===== config.mk =====
export PLATFORM = sky130hd
export DESIGN_NAME = mips_multicycle_controller
export DESIGN_NICKNAME = d
export VERILOG_FILES = /design/src/rtl/mips_multicycle_controller.sv
export SDC_FILE = /design/constraint.sdc
export NUM_CORES = 1
export LEC_CHECK = 0
export BUFFER_PORTS_ARGS = -buffer_cell sky130_fd_sc_hd__buf_4
export CORE_MARGIN = 8
export CORE_UTILIZATION = 47
export CTS_CLUSTER_DIAMETER = 50
export DETAILED_ROUTE_END_ITERATION = 6
export GPL_TIMING_DRIVEN = 0
export PLACE_DENSITY_LB_ADDON = 0.15
export SLEW_MARGIN = 20
export SYNTH_ARGS = -nofsm -noshare
export SYNTH_HDL_FRONTEND = slang
export SYNTH_SLANG_ARGS = --single-unit

===== constraint.sdc =====
create_clock -name clk -period 2.9 [get_ports clk]
set_input_delay 0.29 -clock clk [delete_from_list [all_inputs] [get_ports clk]]
set_output_delay 0.29 -clock clk [all_outputs]
set_load 0.01 [all_outputs]

===== src/rtl/mips_multicycle_controller.sv =====
// rtl/mips_multicycle_controller.sv - Moore control FSM for the MIPS multicycle datapath
module mips_multicycle_controller #(
    parameter int ALUCTL_W = 3,
    parameter int EN_BNE   = 1,
    parameter int EN_ORI   = 1
) (
    input  logic                clk,
    input  logic                reset,
    input  logic [5:0]          op,
    input  logic [5:0]          funct,
    input  logic                zero,
    input  logic                mem_ready,
    output logic                pcen,
    output logic                irwrite,
    output logic                iord,
    output logic                memwrite,
    output logic                memtoreg,
    output logic                regdst,
    output logic                regwrite,
    output logic                alusrca,
    output logic [1:0]          alusrcb,
    output logic [1:0]          pcsrc,
    output logic                immselect,
    output logic [ALUCTL_W-1:0] alucontrol,
    output logic                illegal_op,
    output logic [3:0]          state
);
    typedef enum logic [3:0] {
        FETCH  = 4'd0,  DECODE = 4'd1,  MEMADR = 4'd2,  MEMRD  = 4'd3,
        MEMWB  = 4'd4,  MEMWR  = 4'd5,  RTEX   = 4'd6,  RTWB   = 4'd7,
        BEQEX  = 4'd8,  BNEEX  = 4'd9,  ADDIEX = 4'd10, ORIEX  = 4'd11,
        IWB    = 4'd12, JEX    = 4'd13
    } state_t;

    localparam logic [ALUCTL_W-1:0] ALU_ADD = ALUCTL_W'(3'b010);
    localparam logic [ALUCTL_W-1:0] ALU_SUB = ALUCTL_W'(3'b110);
    localparam logic [ALUCTL_W-1:0] ALU_AND = ALUCTL_W'(3'b000);
    localparam logic [ALUCTL_W-1:0] ALU_OR  = ALUCTL_W'(3'b001);
    localparam logic [ALUCTL_W-1:0] ALU_SLT = ALUCTL_W'(3'b111);

    state_t cur, nxt;
    logic   imm_flag;
    logic   rt_ok;
    logic [ALUCTL_W-1:0] rt_alu;

    // imm_flag remembers which immediate form the last I-type EX used, so IWB can keep it stable
    always_ff @(posedge clk or posedge reset) begin
        if (reset) begin
            cur      <= FETCH;
            imm_flag <= 1'b0;
        end else begin
            cur <= nxt;
            if (cur == ADDIEX)
                imm_flag <= 1'b0;
            else if (cur == ORIEX)
                imm_flag <= 1'b1;
        end
    end

    always_comb begin
        rt_ok  = 1'b1;
        rt_alu = ALU_ADD;
        case (funct)
            6'b100000: rt_alu = ALU_ADD;
            6'b100010: rt_alu = ALU_SUB;
            6'b100100: rt_alu = ALU_AND;
            6'b100101: rt_alu = ALU_OR;
            6'b101010: rt_alu = ALU_SLT;
            default:   rt_ok  = 1'b0;
        endcase
    end

    always_comb begin
        nxt        = cur;
        pcen       = 1'b0;
        irwrite    = 1'b0;
        iord       = 1'b0;
        memwrite   = 1'b0;
        memtoreg   = 1'b0;
        regdst     = 1'b0;
        regwrite   = 1'b0;
        alusrca    = 1'b0;
        alusrcb    = 2'b00;
        pcsrc      = 2'b00;
        immselect  = 1'b0;
        alucontrol = ALU_ADD;
        illegal_op = 1'b0;
        case (cur)
            FETCH: begin
                alusrcb = 2'b01;
                irwrite = mem_ready;
                pcen    = mem_ready;
                nxt     = mem_ready ? DECODE : FETCH;
            end
            DECODE: begin
                alusrcb = 2'b11;
                case (op)
                    6'b100011, 6'b101011: nxt = MEMADR;
                    6'b000000:            nxt = RTEX;
                    6'b000100:            nxt = BEQEX;
                    6'b001000:            nxt = ADDIEX;
                    6'b000010:            nxt = JEX;
                    6'b000101: begin
                        nxt        = (EN_BNE != 0) ? BNEEX : FETCH;
                        illegal_op = (EN_BNE == 0);
                    end
                    6'b001101: begin
                        nxt        = (EN_ORI != 0) ? ORIEX : FETCH;
                        illegal_op = (EN_ORI == 0);
                    end
                    default: begin
                        nxt        = FETCH;
                        illegal_op = 1'b1;
                    end
                endcase
            end
            MEMADR: begin
                alusrca = 1'b1;
                alusrcb = 2'b10;
                nxt     = (op == 6'b100011) ? MEMRD : MEMWR;
            end
            MEMRD: begin
                iord = 1'b1;
                nxt  = mem_ready ? MEMWB : MEMRD;
            end
            MEMWB: begin
                regwrite = 1'b1;
                memtoreg = 1'b1;
                nxt      = FETCH;
            end
            MEMWR: begin
                iord     = 1'b1;
                memwrite = 1'b1;
                nxt      = mem_ready ? FETCH : MEMWR;
            end
            RTEX: begin
                alusrca    = 1'b1;
                alucontrol = rt_alu;
                illegal_op = ~rt_ok;
                nxt        = rt_ok ? RTWB : FETCH;
            end
            RTWB: begin
                regwrite = 1'b1;
                regdst   = 1'b1;
                nxt      = FETCH;
            end
            BEQEX, BNEEX: begin
                alusrca    = 1'b1;
                alucontrol = ALU_SUB;
                pcsrc      = 2'b01;
                pcen       = (cur == BEQEX) ? zero : ~zero;
                nxt        = FETCH;
            end
            ADDIEX: begin
                alusrca = 1'b1;
                alusrcb = 2'b10;
                nxt     = IWB;
            end
            ORIEX: begin
                alusrca    = 1'b1;
                alusrcb    = 2'b10;
                alucontrol = ALU_OR;
                immselect  = 1'b1;
                nxt        = IWB;
            end
            IWB: begin
                regwrite  = 1'b1;
                immselect = imm_flag;
                nxt       = FETCH;
            end
            JEX: begin
                pcsrc = 2'b10;
                pcen  = 1'b1;
                nxt   = FETCH;
            end
            default: nxt = FETCH;
        endcase
    end

    assign state = cur;
endmodule


== After elaboration in Yosys (flattened, before gate mapping) ==
Index checks and enable logic that the tools add are counted.
W data, S select, Z words.
Operators by class
  equality and inequality tests: 25
  multiplexer cells: 26
  bitwise logic cells: 2
  reduce and logical (&&, ||, !) cells: 12
Operator list (count)
  $pmux W4 S7: 2
  $eq A6 B6 Y1 const B: 7
  $eq A4 B4 Y1 const B: 6
  $eq A4 B3 Y1 const B: 4
  $mux W1: 13
  $eq A6 B3 Y1 const B: 2
  $eq A6 B4 Y1 const B: 2
  $mux W3: 4
  $pmux W3 S4: 1
  $pmux W3 S3: 1
  $eq A4 B2 Y1 const B: 2
  $reduce_or A2 Y1: 4
  $reduce_or A8 Y1: 1
  $eq A6 B2 Y1 const B: 1
  $logic_not A6 Y1: 1
  $pmux W2 S3: 1
  $reduce_or A3 Y1: 2
  $reduce_or A6 Y1: 1
  $reduce_or A5 Y1: 1
  $eq A4 B1 Y1 const B: 1
  $logic_not A4 Y1: 1
  $pmux W1 S2: 2
  $pmux W2 S2: 1
  $pmux W1 S3: 1
  2 further kinds: 3
Word-level totals
  register bits: 5
  input port bits: 16
  output and inout port bits: 21
  word-level logic and storage cells: 67

== Longest topological paths before layout ==
  word-level depth: 5
  gate-level depth with buffers: 5
  gate-level depth less buffers: 4

== Worst setup path after synthesis ==
Ideal clock, no wire load.
  path kind: register to output
  from: reg cur[3] (netlist: state[3])
  to: out alucontrol[0]
  arrival time: 1.228 ns
  required time: 2.610 ns
  slack: 1.382 ns
  stages on the path, launching flop included: 5
  buffers on the path: 0
  cell sequence: dfrtp_1 -> nand2b_1 -> nor3_1 -> a22oi_1 -> nor2_1
On the way
  cells in the longest elaborated chain, start to end: 3
  elaborated cells on any way between the ends: 6
  those cells by class: eq/ne: 4; mux: 1; reduce/logical: 1
Ends and longest elaborated chain
  start: declaration: RTL line 41  | state_t cur, nxt;
  start signal: assignment: RTL line 52  | cur <= nxt;
  $eq A4 B4 Y1: RTL line 88  | case (cur)
  $reduce_or A2 Y1: RTL line 88
  $pmux W3 S3 *: RTL line 88
  end: declaration: RTL line 24  | output logic [ALUCTL_W-1:0] alucontrol,
Every way passes the cells marked *; elsewhere a longest branch is shown, timed or not.

== Worst setup path after layout ==
  from: reg cur[3] (netlist: state[3])
  to: out alucontrol[1]
Same word-level chain as after synthesis.

==> out/metrics.yaml <==
sta:
  hold_viol: 0
  finClkSkew_ps: 12.3
  rsz0062_at_grt: "false"
  tightest_slew_ps: 446
  min_period_ps: 1990
  relSlewSlack: 0.703
  drv_slew: 0
  timing.fmax_ghz: 0.501
  fin_tns_setup_ps: 0
  period_share: 0.688
  finalSetupViolCount: 0
detailed_routing:
  met1_length_um: 887
  wl_met3_um: 166
  wl_per_cell_um: 14.8
  highest_layer: "met4"
  drtIter0Drc: 11
  wl_met2_um: 1180
  vias_per_cell: 5.78
  drt_pass1_iterations: 4
  drtAntennaViolNets: 0
  vias: 884
  routed_wl_um: 2270
  drc: 0
floorplanning:
  die_area_um2: 2970
  rows: 14
  die_w_um: 54.5
  core-area_um2: 1450
  initial_core_util: 0.480
  die-height_um: 54.5
  io_pins: 37
critical_path:
  worstPathMaxFanout: 7
  critPathMaxStageDelay_ps: 450
  r2r-start: "state[3]"
  worstPathArrival_ps: 1700
  crit_slowest_cell: "dfrtp_1"
  cp-start-kind: "flop"
  path_delay_family: "simple AND/OR/NAND/NOR gates"
  startpoint: "state[3]"
  crit_type: "flop to primary output"
  crit_path_end_kind: "primary output"
  crit_buf_inv: 1
  worstPathCellList: "nand2b_1 > nor3_1 > a22o_1 > nand2_1 > buf_4"
  required_ps: 2610
pwr:
  irDropWorstVdd_uv: 183
  power_density_nw_per_um2: 313
  leakage_uw: 0.000462
clock_tree:
  numCtsBuffers: 3
  cts-root-buf: "clkbuf_4"
  tritoncts: "yes"
  clock_latency_ps: 260
  post_cts_buffers: 0
  path_clk_slew_ps: 50
  cts.path.max_buffers: 2
  h-tree-depth: 1
  numClockSinks: 5
synth:
  synth.avg_cell_area_um2: 7.20
  yosys-top-cells-area: "dfrtp_1, nor3_1, nor2_1"
  synthCells: 97
  ys_top_cells_by_count: "nor2_1, nor3_1, nor2b_1"
  synth_seq_cells: 5
  syn-num-nets: 113
  syn_area_um2: 698
  ys.flop_type: "dfrtp_1"
  synth_top_cell_by_area: "dfrtp_1"
  yosysWarnings: 0
  synth_seq_area_share: 0.179
  synth_edf_count: 0
  ys_types: 35
  synth_most_common_cell: "nor2_1"
  async_reset_ff_frac: 1.00
  synth_top_area_frac: 0.179
global_routing:
  grt_first_pass_wirelength_um: 3790
  grt_overflow: 0
  grt_pass1_vias: 890
  grt_usage: 0.165
  antenna_found_initial: 0
  grt_start_max_net_pins: 11
run:
  max-cap-violations: 0
min_path:
  worst_hold_path_type: "primary input to flop"
  min_from: "mem_ready"
placed_design:
  gp_congestion: 0.804
  dp_hpwl_um: 1810
  placed_area_um2: 981
  io_buffer_count: 35
layout:
  final_area_um2: 1020
  nets: 154
  area_growth_pct: 45.7
  antenna_cells: 0
  layout-drive-gt1-share: 0.336
run_status:
  outcome: "finished clean"
## metrics by stage
stage	util	std cells	power, µW	setup WS, ps	hold WS [ps]
4_1_cts	0.700	153	320	909	370
2_1_floorplan	-	97	165	1380	68.5
5_1_grt	0.700	153	341	748	373
3_5_place_dp	0.675	148	231	1190	206
3_3_place_gp	0.675	148	227	1250	193
6_report	0.700	153	319	906	372
## power breakdown
part | total, µW | switching, µW | internal [µW] | leakage (µW)
sequential | 80.8 | 6.06 | 74.8 | 0.0000663
combinational | 150 | 79.8 | 70.6 | 0.000381
clock | 87.3 | 34.9 | 52.4 | 0.0000150
## what timing repair did
action                                 4_1_cts  5_1_grt
endpoints found under the hold margin        5        0
gates resized for setup                      0        0
hold buffers                                 1        0
## cell usage in the layout (no fill, tap or decap), types with 4 or more instances in the layout
cell       n
nand2b_1   6
nor2b_1    7
buf_4     35
dfrtp_1    5
nor3_1    10
nand2_1    5
nor2_1    12
buf_2      4
o21ai_0    5
## registers in the layout (all words and copies together) (netlist names)
name      cells
imm_flag      1
state         4
## logic make-up (layout without fill, tap and decap cells)
family	after synthesis	count (layout)	synth area share
xor gates and xnor gates	4	4	0.0502
AOI/OAI and AO/OA	25	25	0.296
and+or+nand+nor	55	55	0.425
DFF	5	5	0.179
buffers and inverters	8	48	0.0502
## cell type report
| class | count | area, µm² |
|---|---|---|
| fillers | 137 | 437 |
| clock buffers | 4 | 26.3 |
| multi-input cells | 84 | 538 |
| inverters | 3 | 11.3 |
| flip-flops and latches | 5 | 125 |
| repair buffers | 36 | 273 |
| well taps | 16 | 20.0 |
| plain buffers | 5 | 23.8 |
## worst paths after layout
kind                                  to  slack [ps]  cells after the start
max                        alucontrol[1]         910                      5
min in group asynchronous       state[3]         490                      3
max reg2reg                     state[1]        1370                      4
min                             state[0]         370                      3
min reg2reg                     imm_flag         490                      2
max in group asynchronous       state[1]        2220                      3
## layer usage
layer / up-vias / global-route usage
li1: 438 / -
met4: 0 / 0.0820
met1: 406 / 0.179
met3: 4 / 0.0272
met5: - / 0
met2: 36 / 0.302
## worst register-to-register path: cells and delay by family (launching register included)
family | cells | cell delay (ps)
flops | 1 | 450
simple gates | 3 | 880
compound gates | 1 | 90
Note: power is estimated with default switching activity, not from simulation.
